$ cat config.mk
export PLATFORM = sky130hd
export DESIGN_NAME = gate_lab_seq
export DESIGN_NICKNAME = d
export VERILOG_FILES = /design/src/rtl/gate_lab_seq.sv
export SDC_FILE = /design/constraint.sdc
export NUM_CORES = 1
export LEC_CHECK = 0
export CAP_MARGIN = 30
export CORE_MARGIN = 4
export CORE_UTILIZATION = 54
export CTS_CLUSTER_DIAMETER = 120
export DETAILED_ROUTE_END_ITERATION = 6
export PLACE_DENSITY = 0.74
export SLEW_MARGIN = 20
export SYNTH_ARGS = -nofsm -noshare
export SYNTH_HDL_FRONTEND = slang
export SYNTH_SLANG_ARGS = --single-unit
$ cat constraint.sdc
create_clock -name clk -period 4.9 [get_ports clk]
set_clock_uncertainty 0.15 [all_clocks]
set_input_delay 0.49 -clock clk [delete_from_list [all_inputs] [get_ports clk]]
set_output_delay 0.49 -clock clk [all_outputs]
set_load 0.05 [all_outputs]
$ cat src/rtl/gate_lab_seq.sv
// gate_lab_seq: clocked, parametrised switch/LED gate lab block.
// Board switches and the mode button are synchronised and debounced per bit.
// The button steps a 3-bit function code. A registered result applies that
// bitwise function to CHANNELS independent A/B operand pairs.
module gate_lab_seq #(
  parameter int CHANNELS = 2,
  parameter int WIDTH    = 1,
  parameter int DEBOUNCE = 16
) (
  input  logic                      clk,
  input  logic                      rst_n,
  input  logic [CHANNELS*WIDTH-1:0] a_in,
  input  logic [CHANNELS*WIDTH-1:0] b_in,
  input  logic                      mode_btn,
  output logic [CHANNELS*WIDTH-1:0] result,
  output logic [2:0]                mode,
  output logic                      upd
);

  localparam int N  = CHANNELS * WIDTH;
  localparam int NB = 2 * N + 1;              // every A bit, every B bit, button
  localparam int CW = $clog2(DEBOUNCE + 1);

  typedef enum logic [2:0] {
    FN_AND    = 3'd0,
    FN_OR     = 3'd1,
    FN_NOT_A  = 3'd2,
    FN_XOR    = 3'd3,
    FN_NAND   = 3'd4,
    FN_NOR    = 3'd5,
    FN_XNOR   = 3'd6,
    FN_PASS_B = 3'd7
  } fn_e;

  logic [NB-1:0] raw;
  logic [NB-1:0] sync1;
  logic [NB-1:0] sync2;
  logic [NB-1:0] stable;
  logic [CW-1:0] cnt [NB];

  logic [N-1:0]  a_stb;
  logic [N-1:0]  b_stb;
  logic          btn_stb;
  logic          btn_dly;
  logic [2:0]    mode_q;
  logic [N-1:0]  next_result;

  // All asynchronous inputs share one synchroniser/debounce bank.
  assign raw = {mode_btn, b_in, a_in};

  // Two-flop synchroniser for every input bit.
  always_ff @(posedge clk or negedge rst_n) begin
    if (!rst_n) begin
      sync1 <= '0;
      sync2 <= '0;
    end else begin
      // NOTE: non-blocking assignments make sync2 take the old sync1, giving
      // two real flop stages; blocking here would collapse them into one.
      sync1 <= raw;
      sync2 <= sync1;
    end
  end

  // Per-bit debounce: the stable value only follows the synchronised value
  // after it has disagreed for DEBOUNCE consecutive cycles.
  always_ff @(posedge clk or negedge rst_n) begin
    if (!rst_n) begin
      stable <= '0;
      // NOTE: the counter array is a bank of ordinary flops, not a RAM, so it
      // is reset like any other state; pending counts must not survive reset.
      for (int i = 0; i < NB; i++) cnt[i] <= '0;
    end else begin
      for (int i = 0; i < NB; i++) begin
        if (sync2[i] == stable[i]) begin
          cnt[i] <= '0;
        end else if (cnt[i] == CW'(DEBOUNCE - 1)) begin
          stable[i] <= sync2[i];
          cnt[i]    <= '0;
        end else begin
          cnt[i] <= cnt[i] + CW'(1);
        end
      end
    end
  end

  assign a_stb   = stable[N-1:0];
  assign b_stb   = stable[2*N-1:N];
  assign btn_stb = stable[2*N];

  // Mode steps on each debounced rising edge of the button, wrapping 7 -> 0.
  always_ff @(posedge clk or negedge rst_n) begin
    if (!rst_n) begin
      btn_dly <= 1'b0;
      mode_q  <= 3'd0;
    end else begin
      btn_dly <= btn_stb;
      if (btn_stb && !btn_dly) mode_q <= mode_q + 3'd1;
    end
  end

  assign mode = mode_q;

  // Bitwise function of the stable operands; channels never mix because every
  // operation is purely per bit.
  always_comb begin
    // NOTE: default first so every path assigns next_result and no latch is
    // inferred even if the case list is later edited.
    next_result = '0;
    case (fn_e'(mode_q))
      FN_AND:    next_result = a_stb & b_stb;
      FN_OR:     next_result = a_stb | b_stb;
      FN_NOT_A:  next_result = ~a_stb;
      FN_XOR:    next_result = a_stb ^ b_stb;
      FN_NAND:   next_result = ~(a_stb & b_stb);
      FN_NOR:    next_result = ~(a_stb | b_stb);
      FN_XNOR:   next_result = ~(a_stb ^ b_stb);
      FN_PASS_B: next_result = b_stb;
      default:   next_result = '0;
    endcase
  end

  // Output register; upd flags exactly the cycles in which result changes.
  always_ff @(posedge clk or negedge rst_n) begin
    if (!rst_n) begin
      result <= '0;
      upd    <= 1'b0;
    end else begin
      result <= next_result;
      upd    <= (next_result != result);
    end
  end

endmodule
### Word-level counts from Yosys, hierarchy flattened

Index checks and enable logic that the tools add are counted.

* div/mod/pow operators: 0
* equality and inequality tests: 18
* multipliers: 0
* bitwise gates (word level): 12
* $lt $le $gt $ge: 0
* shift operators: 0
* add/sub/neg operators: 6
* reductions and logical operators: 8
* mux-type cells: 11

Operators with widths (number)
* two-way mux 5 bit: 10
* adder 5 x 1 -> 5 bit (second input constant): 5
* == test 5 x 4 -> 1 bit (second input constant): 5
* one-hot mux 2 bit (8 select lines): 1
* == test 3 bit (second input constant): 4
* AND reduction 2 bit: 5
* NOT 2 bit: 4
* == test 3 x 2 -> 1 bit (second input constant): 2
* == test 1 bit: 5
* NOT 1 bit: 5
* adder 3 x 1 -> 3 bit (second input constant): 1
* == test 3 x 1 -> 1 bit (second input constant): 1
* logical NOT 3 bit: 1
* AND 2 bit: 1
* != test 2 bit: 1
* bitwise OR 2 bit: 1
* bitwise XOR 2 bit: 1
* logical AND 1 bit: 1
* logical NOT 1 bit: 1

* latch bits: 0
* memories: 0
* output and inout bits: 6
* memory bits (writable): 0
* word-level logic and storage cells: 71
* bits in registers: 47
* bits in read-only memories: 0
* bits of input ports: 7

### Logic depth before layout (Yosys ltp)

* word-level depth: 4
* gate-level depth with buffers: 7
* mapped depth without buffers: 6

### Least setup slack after synthesis

OpenSTA, ideal clock, no wires.

* kind: reg-to-reg
* start: register mode_q[0], in the netlist mode[0]
* end: register upd
* path slack: 2432 ps
* buffers on the path: 0
* arrival: 2179 ps
* setup time: 139 ps
* period minus slack after synthesis: 2468 ps
* stages on the path, launching flop included: 7
* data required time: 4611 ps
* cells stage by stage: dfrtp_1 -> ha_1 -> ha_1 -> nor4_2 -> a21oi_1 -> and3_2 -> or4_1

* longest elaborated chain between the ends: 3
* elaborated cells on any way between the ends: 10
* those cells by class: eq/ne (8); mux (1); reduce/logical (1)

RTL lines
* from (decl): RTL line 45 `logic [2:0] mode_q;`
* from (signal assigned): RTL line 97 `if (btn_stb && !btn_dly) mode_q <= mode_q + 3'd1;`
* == test 3 bit (tied with other cells): RTL line 109 `case (fn_e'(mode_q))`
* one-hot mux 2 bit (8 select lines) *: RTL line 109
* != test 2 bit *: RTL line 129 `upd <= (next_result != result);`
* to (signal assigned): RTL line 129
* to (decl): RTL line 17 `output logic upd`

Every way passes the cells marked *; elsewhere a longest branch is shown, timed or not.
A chain may end at the register's enable or synchronous reset.

### Worst setup path after layout

* start: register mode_q[2], in the netlist mode[2]
* end: output mode[2]

RTL lines
* to (decl): RTL line 16 `output logic [2:0] mode,`

No word-level cell between the ends.

==> impl_metrics.json <==
{
  "crit_fanout": 12,
  "grt_pass1_vias": 1322,
  "drt_iter0_markers": 73,
  "ir_drop_v": 0.000201,
  "antenna_left": 0,
  "clk_latency_ns": 0.30,
  "drc_errors": 0,
  "period_needed_ns": 2.41,
  "ctsResizeCount": 0,
  "power_frac_clock": 0.331,
  "h-tree-depth": 2,
  "place.gp.congestion": 0.831,
  "timing.final.hold_violations": 0,
  "powerDensity_nw_per_um2": 294,
  "area_growth_pct": 12.3,
  "cts_tree": "built",
  "start_util": 0.583,
  "rsz0062_at_grt": "no",
  "hold_class": "in -> async",
  "p_int_uw": 517,
  "cts_setup_buffers": 0,
  "crit_path_end_kind": "output pin",
  "finalWirelength_um": 3150,
  "synth_top_area_cell": "dfrtp_1",
  "cp_top_family": "buffers and inverters",
  "via_per_inst": 5.23,
  "synth_seq_area_share": 0.581,
  "die_w_um": 69.2,
  "cap_violations": 0,
  "status": "finished clean",
  "synth_top_area_frac": 0.581,
  "grt_max_degree": 48,
  "max_slew.worst_pin.slew_ns": 0.568,
  "io_pins": 13,
  "post_drt_wl_per_cell_um": 13.5,
  "synth_area_leaders": "dfrtp_1 58%, ha_1 9.3%, xor2_1 6.5%, nor2_1 3.2%, and2_1 2.5%",
  "timing.rr.end": "upd$_DFF_PN0_",
  "cp_data_arrival_time_ns": 1.77,
  "p_leak_uw": 0.00115,
  "path_cells": "clkdlybuf4s50_1",
  "antenna_found_initial": 0,
  "numCtsBuffers": 5,
  "ff2ff_setup_slack_ns": 2.54,
  "avgSynthCellArea_sq_um": 12.0,
  "finalSetupViolations": 0,
  "grt_remaining_overflow": 0,
  "portBuffers": 12,
  "clk_pin_slew_worst_paths_ns": 0.08,
  "fillers": 280,
  "relSlewSlack": 0.621,
  "die_y_um": 69.2,
  "r2r_start": "mode[0]$_DFFE_PN0P_",
  "die_area_sq_um": 4790,
  "nets": 208,
  "syn_area_sq_um": 2020,
  "num_vias": 1218,
  "yosysWarnings": 0,
  "criticalPathCategory": "reg -> out",
  "std_cell_rows": 21,
  "swShare": 0.226,
  "synth_cell_types": 23,
  "drive_gt1_frac": 0.0856,
  "grt_pass1_wl_um": 5690,
  "synthesis.nets": 190,
  "p_sw_uw": 151,
  "period_share": 0.492,
  "core-area_sq_um": 3470,
  "syn_inst": 168,
  "cp_slowest_cell": "clkdlybuf4s50_1",
  "register_area_sq_um": 1180,
  "holdBufCountCts": 0,
  "crit_path_start_kind": "flop",
  "slowest_delay_ns": 0.89,
  "slew_violations": 0,
  "drt-pass1-iter-count": 4,
  "clock_path_buffers": 2,
  "seqPwrFrac": 0.617,
  "ff2ff_path_depth": 6,
  "critPathBufInv": 1,
  "diodes": 0,
  "fin_setup_tns_ns": 0,
  "grt_use_total": 0.150,
  "cts-root-buf": "clkbuf_8",
  "cts_num_sinks": 47,
  "synth_seq_cells": 47,
  "comb_power_share": 0.051,
  "fmax_mhz": 415,
  "power_uw": 667,
  "cp.required_ns": 4.26,
  "multiInputGateArea_sq_um": 802,
  "hpwl_um": 2350
}
==> synthesized netlist by cell type <==
| cell type | number |
|---|---|
| a22o_1 | 2 |
| a21oi_1 | 4 |
| o21ai_0 | 10 |
| nand3_1 | 10 |
| ha_1 | 15 |
| a221oi_2 | 2 |
| or4_1 | 1 |
| nor4_2 | 1 |
| nand2b_1 | 1 |
| and3_1 | 6 |
| dfrtp_1 | 47 |
| and3_2 | 1 |
| nand2_1 | 7 |
| buf_6 | 1 |
| and3b_2 | 2 |
| xnor2_1 | 3 |
| and2_1 | 8 |
| a21boi_0 | 2 |
| xor2_1 | 15 |
| nor2_1 | 17 |
| mux2_2 | 2 |
| mux2i_1 | 2 |
| inv_1 | 9 |
==> power by group through the flow <==
stage / combinational [uW] / clock [uW] / sequential [uW]
floorplan: 17.8 / 0 / 418
global placement: 32.7 / 0 / 418
detailed placement: 35.1 / 0 / 420
CTS: 35.4 / 232 / 412
global route: 41.0 / 246 / 414
finish: 34.1 / 221 / 412
==> logic make-up after synthesis <==
family          count (synthesis)  share of synthesized area
flops                          47                      0.581
fa+ha+maj                      15                     0.0928
compound gates                 20                     0.0656
xor+xnor                       18                     0.0779
buf+inv                        10                     0.0223
mux                             4                     0.0210
simple gates                   54                      0.139
==> registers in the layout, summed over array words and instances, names as in the netlist <==
| name | flops |
|---|---|
| stable | 5 |
| upd | 1 |
| sync2 | 5 |
| result | 2 |
| cnt | 25 |
| sync1 | 5 |
| btn_dly | 1 |
| mode | 3 |
==> final cells by class <==
| type | count | area share |
|---|---|---|
| tap | 46 | 0.0253 |
| clock buffer | 6 | 0.0319 |
| clock inverter | 2 | 0.00551 |
| inverter | 9 | 0.0149 |
| sequential | 47 | 0.518 |
| multi-input combinational | 111 | 0.353 |
| timing repair buffer | 12 | 0.0518 |
==> worst max path at each step <==
stage                     depth (start not counted)       endpoint  slack, ns           startpoint
after CTS                                         1        mode[2]       2.46  mode[2]$_DFFE_PN0P_
after detailed placement                          6  upd$_DFF_PN0_       2.56  mode[0]$_DFFE_PN0P_
after global routing                              1        mode[2]       2.41  mode[2]$_DFFE_PN0P_
after global placement                            6  upd$_DFF_PN0_       2.64  mode[0]$_DFFE_PN0P_
after floorplan                                   6  upd$_DFF_PN0_       2.43  mode[0]$_DFFE_PN0P_
final                                             1        mode[2]       2.49  mode[2]$_DFFE_PN0P_
==> cells in the final DEF (no fill, tap or decap), types with 3 or more instances in the layout <==
cell,synthesis,routed
a21oi_1,4,4
xor2_1,15,15
dfrtp_1,47,47
and2_1,8,8
nand2_1,7,7
and3_1,6,6
clkbuf_8,0,5
xnor2_1,3,3
clkdlybuf4s50_1,0,11
ha_1,15,15
nor2_1,17,17
o21ai_0,10,10
nand3_1,10,10
inv_1,9,9
==> through the flow <==
step / util / instances / cell area (sq um) / worst slack (ns) / hold slack [ns]
floorplan: - / 168 / 2020 / 2.43 / 0.0444
global placement: 0.630 / 225 / 2180 / 2.64 / 0.185
detailed placement: 0.630 / 225 / 2180 / 2.56 / 0.187
CTS: 0.654 / 233 / 2270 / 2.46 / 0.205
global route: 0.655 / 233 / 2270 / 2.41 / 0.0695
finish: 0.655 / 233 / 2270 / 2.49 / 0.0320
==> worst register-to-register path, cell delays in order, from the launching register on <==
cell     delay [ns]
dfrtp_1        0.44
ha_1           0.24
ha_1           0.23
nor4_2         0.30
a21oi_1        0.15
and3_2         0.22
or4_1          0.50
==> layer usage <==
layer,vias up,share of wire,global-route usage
li1,598,-,-
met1,592,0.45,0.181
met2,21,0.50,0.243
met3,7,0.038,0.0580
met4,0,0.016,0.0564
met5,-,0,0
(Power assumes the default switching activity.)
